===== src/rtl/vga_win_timing.sv =====
`default_nettype none
// ============================================================================
// Module   : vga_win_timing
// Brief    : Parametrised VGA timing generator with a movable, 2^S-scaled
//            image window and incremental frame-buffer read address.
// Revision : 1.0 - initial release
// ============================================================================
module vga_win_timing #(
    parameter int H_SYNC      = 96,
    parameter int H_BP        = 48,
    parameter int H_ACTIVE    = 640,
    parameter int H_FP        = 16,
    parameter int V_SYNC      = 2,
    parameter int V_BP        = 33,
    parameter int V_ACTIVE    = 480,
    parameter int V_FP        = 10,
    parameter bit HS_POL      = 1'b0,
    parameter bit VS_POL      = 1'b0,
    parameter int WIN_W       = 200,
    parameter int WIN_H       = 200,
    parameter int SCALE_SHIFT = 1,
    parameter int ADDR_W      = 16
) (
    input  logic              clk,
    input  logic              rst_n,
    input  logic              en,
    input  logic [10:0]       win_x,
    input  logic [10:0]       win_y,
    output logic              hs,
    output logic              vs,
    output logic              de,
    output logic              win_flag,
    output logic [ADDR_W-1:0] addr,
    output logic              frame_start
);

    localparam int c_H_TOT = H_SYNC + H_BP + H_ACTIVE + H_FP;
    localparam int c_V_TOT = V_SYNC + V_BP + V_ACTIVE + V_FP;
    localparam int c_H_BEG = H_SYNC + H_BP;
    localparam int c_V_BEG = V_SYNC + V_BP;
    localparam int c_H_END = c_H_BEG + H_ACTIVE;
    localparam int c_V_END = c_V_BEG + V_ACTIVE;

    localparam logic signed [15:0] c_H_OFF    = 16'(c_H_BEG);
    localparam logic signed [15:0] c_V_OFF    = 16'(c_V_BEG);
    localparam logic signed [15:0] c_WIN_WS   = 16'(WIN_W << SCALE_SHIFT);
    localparam logic signed [15:0] c_WIN_HS   = 16'(WIN_H << SCALE_SHIFT);
    localparam logic signed [15:0] c_SUB_MASK = 16'((1 << SCALE_SHIFT) - 1);

    logic [11:0]       r_h_cnt;
    logic [11:0]       r_v_cnt;
    logic [10:0]       r_ox;
    logic [10:0]       r_oy;
    logic [11:0]       r_col;
    logic [ADDR_W-1:0] r_row_base;

    logic              w_h_end;
    logic              w_v_end;
    logic [11:0]       w_h_next;
    logic [11:0]       w_v_next;
    logic signed [15:0] w_wx;
    logic signed [15:0] w_wy;
    logic signed [15:0] w_wx_next;
    logic signed [15:0] w_wy_next;
    logic              w_de;
    logic              w_flag;
    logic              w_frame_start;
    logic [ADDR_W-1:0] w_addr;

    assign w_h_end  = (r_h_cnt == 12'(c_H_TOT - 1));
    assign w_v_end  = (r_v_cnt == 12'(c_V_TOT - 1));
    assign w_h_next = w_h_end ? 12'd0 : r_h_cnt + 12'd1;
    assign w_v_next = w_h_end ? (w_v_end ? 12'd0 : r_v_cnt + 12'd1) : r_v_cnt;

    // Window-relative coordinates; negative means left of / above the window.
    assign w_wx      = $signed({4'b0000, r_h_cnt})  - c_H_OFF - $signed({5'b00000, r_ox});
    assign w_wy      = $signed({4'b0000, r_v_cnt})  - c_V_OFF - $signed({5'b00000, r_oy});
    assign w_wx_next = $signed({4'b0000, w_h_next}) - c_H_OFF - $signed({5'b00000, r_ox});
    assign w_wy_next = $signed({4'b0000, w_v_next}) - c_V_OFF - $signed({5'b00000, r_oy});

    assign w_de = (r_h_cnt >= 12'(c_H_BEG)) && (r_h_cnt < 12'(c_H_END)) &&
                  (r_v_cnt >= 12'(c_V_BEG)) && (r_v_cnt < 12'(c_V_END));

    assign w_flag = w_de &&
                    (w_wx >= 16'sd0) && (w_wx < c_WIN_WS) &&
                    (w_wy >= 16'sd0) && (w_wy < c_WIN_HS);

    assign w_frame_start = (r_h_cnt == 12'd0) && (r_v_cnt == 12'd0);
    assign w_addr        = r_row_base + ADDR_W'(r_col);

    always_ff @(posedge clk or negedge rst_n) begin
        if (!rst_n) begin
            r_h_cnt     <= '0;
            r_v_cnt     <= '0;
            r_ox        <= '0;
            r_oy        <= '0;
            r_col       <= '0;
            r_row_base  <= '0;
            hs          <= ~HS_POL;
            vs          <= ~VS_POL;
            de          <= 1'b0;
            win_flag    <= 1'b0;
            addr        <= '0;
            frame_start <= 1'b0;
        end else if (!en) begin
            r_h_cnt     <= '0;
            r_v_cnt     <= '0;
            r_col       <= '0;
            r_row_base  <= '0;
            hs          <= ~HS_POL;
            vs          <= ~VS_POL;
            de          <= 1'b0;
            win_flag    <= 1'b0;
            addr        <= '0;
            frame_start <= 1'b0;
        end else begin
            r_h_cnt <= w_h_next;
            r_v_cnt <= w_v_next;

            if (w_frame_start) begin
                r_ox <= win_x;
                r_oy <= win_y;
            end

            // Column index tracks wx>>S for the pixel about to be decoded.
            if (w_wx_next <= 16'sd0) begin
                r_col <= '0;
            end else if ((w_wx_next & c_SUB_MASK) == 16'sd0) begin
                r_col <= r_col + 12'd1;
            end

            // Row base tracks (wy>>S)*WIN_W for the line about to start.
            if (w_h_end) begin
                if (w_wy_next <= 16'sd0) begin
                    r_row_base <= '0;
                end else if (((w_wy_next & c_SUB_MASK) == 16'sd0) && (w_wy_next < c_WIN_HS)) begin
                    r_row_base <= r_row_base + ADDR_W'(WIN_W);
                end
            end

            hs          <= (r_h_cnt < 12'(H_SYNC)) ? HS_POL : ~HS_POL;
            vs          <= (r_v_cnt < 12'(V_SYNC)) ? VS_POL : ~VS_POL;
            de          <= w_de;
            win_flag    <= w_flag;
            addr        <= w_flag ? w_addr : '0;
            frame_start <= w_frame_start;
        end
    end

endmodule
`default_nettype wire

===== config.mk =====
export PLATFORM = sky130hd
export DESIGN_NAME = vga_win_timing
export DESIGN_NICKNAME = d
export VERILOG_FILES = /design/src/rtl/vga_win_timing.sv
export SDC_FILE = /design/constraint.sdc
export NUM_CORES = 1
export LEC_CHECK = 0
export CORE_AREA = 2 2 136 138
export DETAILED_ROUTE_END_ITERATION = 7
export DIE_AREA = 0 0 138 140
export HOLD_SLACK_MARGIN = 0.02
export PLACE_DENSITY_LB_ADDON = 0.1
export SLEW_MARGIN = 20
export SYNTH_ARGS = -nofsm -noshare
export SYNTH_HDL_FRONTEND = slang
export SYNTH_SLANG_ARGS = --single-unit

===== constraint.sdc =====
create_clock -name clk -period 6.6 [get_ports clk]
set_clock_uncertainty 0.2 [all_clocks]
set_input_delay 0.66 -clock clk [delete_from_list [all_inputs] [get_ports clk]]
set_output_delay 0.66 -clock clk [all_outputs]
set_load 0.005 [all_outputs]

Word level (Yosys, flattened, before mapping)
Index checks and enable logic that the tools add are counted.
W data, S select, Z words.
{"block": "classes", "order_cmp": 13, "add_sub_neg": 13, "eq_ne": 5, "n_reduce_logical": 15, "muxes": 21}
{"operator": "$mux W12", "count": 8}
{"operator": "$mux W16", "count": 6}
{"operator": "$sub A13 B12 Y14", "count": 4}
{"operator": "$lt A14 B10 Y1 const B", "count": 3}
{"operator": "$add A12 B1 Y12 const B", "count": 3}
{"operator": "$logic_not A16 Y1", "count": 2}
{"operator": "$ge A14 B1 Y1 const B", "count": 2}
{"operator": "$le A14 B1 Y1 const B", "count": 2}
{"operator": "$sub A12 B6 Y13 const B", "count": 2}
{"operator": "$sub A12 B8 Y13 const B", "count": 2}
{"operator": "$eq A12 B10 Y1 const B", "count": 2}
{"operator": "$logic_not A12 Y1", "count": 2}
{"operator": "$lt A12 B10 Y1 const B", "count": 2}
{"operator": "$add A16 B12 Y16", "count": 1}
{"operator": "$add A16 B8 Y16 const B", "count": 1}
{"operator": "$ge A12 B6 Y1 const B", "count": 1}
{"operator": "$ge A12 B8 Y1 const B", "count": 1}
{"operator": "$lt A12 B2 Y1 const B", "count": 1}
{"operator": "$lt A12 B7 Y1 const B", "count": 1}
{"operator": "$logic_and A1 B1 Y1", "count": 9}
{"operator": "$mux W1", "count": 7}
{"operator": "$ne A3 B1 Y1 const B", "count": 2}
{"operator": "$reduce_and A2 Y1", "count": 2}
{"operator": "$ne A2 B1 Y1 const B", "count": 1}
{"block": "word_totals", "in_bits": 25, "ff_bits": 95, "output_inout_bits": 21}

Logic depth before layout (Yosys ltp)
Gate-level depths: netlist of the first run.
{"block": "logic_depth", "ltp_word": 11, "depth_mapped": 23, "ltp_nobuf": 22}

Worst setup path before layout of the first run
OpenSTA, ideal clock, no wires.
{"block": "synth_path", "path_kind": "reg-to-reg", "start": "reg r_h_cnt[5]", "end": "reg r_row_base[10]", "path_stages_with_launch": 23, "path_slack_ps": 1152, "path_buffers": 2, "t_arrival_ps": 5113, "required_time_ps": 6265, "period_less_slack_ps": 5448, "path_cell_list": "dfrtp_1 > inv_1 > ha_1 > or3b_2 > nor3_1 > buf_2 > nand2_1 > o21ai_0 > ha_1 > a41oi_1 > a41oi_4 > a21oi_1 > o32ai_1 > xnor2_1 > ha_1 > a21o_1 > o211a_1 > or2_2 > o32ai_1 > a311oi_1 > nand4_1 > buf_2 > o221ai_2"}
{"block": "synth_between", "elab_chain_cells": 8}
{"element": "from (decl)", "line_no": "50", "source": "logic [11:0] r_h_cnt;"}
{"element": "from (signal assigned)", "line_no": "117", "source": "r_h_cnt <= w_h_next;"}
{"element": "$eq A12 B10 Y1 (*)", "line_no": "70", "source": "assign w_h_end = (r_h_cnt == 12'(c_H_TOT - 1));"}
{"element": "$mux W12", "line_no": "73", "source": "assign w_v_next = w_h_end ? (w_v_end ? 12'd0 : r_v_cnt + 12'd1) : r_v_cnt;"}
{"element": "$sub A12 B6 Y13", "line_no": "79", "source": "assign w_wy_next = $signed({4'b0000, w_v_next}) - c_V_OFF - $signed({5'b00000, r_oy});"}
{"element": "$sub A13 B12 Y14", "line_no": "79"}
{"element": "$lt A14 B10 Y1 (tied with other cells)", "line_no": "136", "source": "end else if (((w_wy_next & c_SUB_MASK) == 16'sd0) && (w_wy_next < c_WIN_HS)) begin"}
{"element": "$logic_and A1 B1 Y1 / $mux W16 (equally long branches)", "line_no": "136, 134"}
{"element": "$ne A3 B1 Y1 (no source line) / $mux W16 (equally long branches)"}
{"element": "$reduce_and A2 Y1 (no source line) / $mux W16 (equally long branches)"}
{"element": "to (signal assigned)", "line_no": "137", "source": "r_row_base <= r_row_base + ADDR_W'(WIN_W);"}
{"element": "to (decl)", "line_no": "55", "source": "logic [ADDR_W-1:0] r_row_base;"}
Every way passes the cells marked *; elsewhere a longest branch is shown, timed or not. The select of a mux whose other input is x is not followed.
A chain may end at the register's enable or synchronous reset.

Final worst setup path of the first run
{"block": "layout_path", "start": "reg r_h_cnt[5]", "end": "reg r_row_base[6]"}
Same word-level chain as after synthesis.

==> results of run 1 <==
-- kinds of logic (layout without fill, tap and decap cells) --
group                    count (synthesis)  count (layout)  synth area share, %
flip-flops                              92              92                30.62
XOR/XNOR                                81              81                9.525
multiplexers                             8               8                1.080
buffers and inverters                  103             140                5.485
AND/OR/NAND/NOR                        374             374                25.07
AO/OA/AOI/OAI                          165             165                16.76
adder cells (fa/ha/maj)                 68              68                11.47
-- worst register-to-register path, cell delays in order (launching register included) --
cell,delay (ps)
dfrtp_1,420
inv_1,150
ha_1,200
or3b_2,470
nor3_2,320
nand2_1,110
o21ai_0,350
ha_1,320
a41oi_1,110
a41oi_4,370
a21oi_1,110
o32ai_1,280
xnor2_1,170
ha_1,330
a21o_1,240
o211a_1,260
or2_2,300
o32ai_1,400
a311oi_1,90
buf_4,200
nand4_1,100
buf_4,230
o221ai_1,150
-- layout by cell type (no fill, tap or decap), types with 4 or more instances in the layout --
master	count
o211ai_1	6
nor4_1	7
o21a_1	9
mux2i_1	7
a21oi_1	30
o21ai_0	28
nand4_1	20
a21o_1	12
or2_2	9
nand2b_1	5
and2_1	10
nand4b_1	6
and3_1	12
dfrtp_1	90
or3_1	12
xor2_1	27
buf_4	12
nor2b_1	6
xnor2_1	53
nor2_1	65
ha_1	65
a211oi_1	9
clkdlybuf4s50_1	44
o221ai_1	5
nor3_1	34
inv_1	66
nand3_1	23
o21bai_1	6
clkbuf_16	9
nand2_1	137
o221ai_2	8
a31oi_1	4
-- repair_timing --
action                                 in CTS  in global routing
gates resized for setup                     0                  2
setup buffers                               0                  0
hold buffers                                1                  0
endpoints found under the hold margin      18                  0
setup endpoints to repair                   0                 12
-- registers in the layout (all words and copies together) (netlist names) --
register     flops
addr            16
r_oy            11
r_col           12
r_h_cnt         12
r_ox            11
hs               1
r_v_cnt         12
vs               1
win_flag         1
r_row_base      13
de               1
frame_start      1
-- power by group --
part           total, mW  leakage [nW]  internal [mW]  switching, mW
registers          0.619          1.24          0.598         0.0209
clock network      0.561         0.151          0.303          0.258
logic              0.512          2.34          0.215          0.296
-- per-layer routing --
| layer | GRT usage (%) | part of all wire, % | up-vias |
|---|---|---|---|
| met2 | 33.30 | 46 | 89 |
| met4 | 5.371 | 1.3 | 0 |
| met3 | 2.291 | 2.7 | 14 |
| met5 | 0 | 0 | - |
| li1 | - | - | 3216 |
| met1 | 29.79 | 50 | 3012 |
-- stage by stage --
stage,total power [mW],std cells
2_1_floorplan,1.002,891
3_3_place_gp,1.142,1140
3_5_place_dp,1.142,1140
4_1_cts,1.708,1157
5_1_grt,1.808,1157
6_report,1.692,1157
-- cell type report --
type	instances	area [µm²]
flip-flops and latches	92	2305
repair buffers	57	540.5
well taps	229	286.5
inverters	67	251.5
fillers	1774	9259
clock buffers	9	225.2
multi-input cells	696	4821
clock inverters	7	91.34
-- path summary, 6_finish.rpt --
check | from | to | slack, ps
setup / recovery | r_h_cnt[5] | r_row_base[6] | 580
hold / removal | r_ox[8] | r_ox[8] | 270
setup reg to reg | r_h_cnt[5] | r_row_base[6] | 580
hold reg to reg | r_ox[8] | r_ox[8] | 270
max in group asynchronous | rst_n | r_v_cnt[6] | 4420
min in group asynchronous | rst_n | r_ox[4] | 550
==> flow_summary.json, run 1 <==
{
  "ant_nets": 0,
  "worstSetupPathDepth": 22,
  "htreeDepth": 3,
  "max_freq_ghz": 0.1662,
  "grt_use_total_pct": 20.69,
  "reg2reg_depth": 22,
  "synth_edf_count": 0,
  "grt_max_degree": 68,
  "setup_viol_count_final": 0,
  "die_area_um2": 19320,
  "path_cells": "inv_1 > ha_1 > or3b_2 > nor3_2 > nand2_1 > o21ai_0 > ha_1 > a41oi_1 > a41oi_4 > a21oi_1 > o32ai_1 > xnor2_1 > ha_1 > a21o_1 > o211a_1 > or2_2 > o32ai_1 > a311oi_1 > buf_4 > nand4_1 > buf_4 > o221ai_1",
  "initial_core_util_pct": 42.34,
  "drc": 0,
  "grt-ovfl-total": 0,
  "drive_above_1_share_pct": 7.974,
  "ir_worst_vdd_mv": 0.1200,
  "slew_headroom_pct": 33.14,
  "hold_path_class": "reg2reg",
  "die_w_um": 138,
  "cp_num_buf_inv": 3,
  "io_buffers": 45,
  "avgSynthCellArea_um2": 8.448,
  "synth_area_um2": 7527,
  "cts_buffers": 9,
  "cpMostUsedCell": "ha_1",
  "crit_arrival_ps": 6040,
  "status": "finished, final reports clean",
  "cts_tree": "done",
  "synthArstFlopShare_pct": 100.0,
  "fin_util_pct": 47.92,
  "cts_max_path_buffers": 2,
  "die_h_um": 140,
  "maxSlewViolCount": 0,
  "tightest_slew_ps": 990.0,
  "ys_ff_latch": 92,
  "gp_congestion": 0.8623,
  "yosysWarnings": 0,
  "clk_latency_ps": 360,
  "p_leak_nw": 3.731,
  "grt_pass1_wl_mm": 32.75,
  "synth.distinct_cells": 84,
  "detailed_place.area_um2": 8188,
  "rsz0062_at_grt": "false",
  "synth.top_cells.by_area": "dfrtp_1, ha_1, nand2_1",
  "yosysMostFrequentCell": "nand2_1",
  "critPathTopFamily": "compound AO/OA/AOI/OAI gates",
  "tns_ps": 0,
  "whs_path_depth": 2,
  "hold_viol": 0,
  "cp-end-kind": "register",
  "critPathLaunchType": "register",
  "cp.required_ps": 6620,
  "dp_hpwl_mm": 14.69,
  "post_drt_wl_per_cell_um": 16.67,
  "maxCapViolCount": 0,
  "firstDrtPassIters": 5,
  "grt_pass1_vias": 6263,
  "slowest_delay_ps": 470,
  "clock_sinks": 92,
  "fin_crit_sh_pct": 91.15,
  "synth_common_cells": "nand2_1, dfrtp_1, inv_1, ha_1, nor2_1",
  "layout_setup_ws_ps": 583.9,
  "pre_cts_slack_ps": 259.0,
  "slowest_stage": "or3b_2",
  "ys_seq_area_share_pct": 30.62,
  "critPathKind": "reg2reg",
  "vias": 6331,
  "via_per_inst": 5.472,
  "nets": 1015,
  "diodes": 0,
  "routed_wl_mm": 19.29,
  "finalCriticalPeriod_ps": 6016,
  "syn_inst": 891,
  "first_iter_violations": 451,
  "p_per_area_nw_per_um2": 198.5,
  "cts.clk_slew.worst_paths_ps": 70,
  "final_cell_area_um2": 8521,
  "core_um2": 17780,
  "synth_ff_type": "dfrtp_1",
  "syn2layout_area_growth_pct": 13.20,
  "root_buffer": "clkbuf_16",
  "syn_nets": 983,
  "synth_top_area_cell": "dfrtp_1",
  "holdWs_ps": 268.9,
  "antenna_found_initial": 0,
  "cp_max_fo": 12,
  "synth_top_area_share_pct": 29.92,
  "num_rows": 49,
  "pin_count": 46
}
Power figures use the tool's default switching activity.
==> run 2: changes to the inputs <==
==> constraint.sdc (replaced) <==
create_clock -name clk -period 6.6 [get_ports clk]
set_clock_uncertainty 0.2 [all_clocks]
set_input_delay 0.66 -clock clk [delete_from_list [all_inputs] [get_ports clk]]
set_output_delay 0.66 -clock clk [all_outputs]
set_load 0.02 [all_outputs]
==> results of run 2 <==
Same layout as run 1 (identical final DEF). Status: finished, final reports clean.
Among the figures that moved: total power 1.692 mW -> 1.693 mW
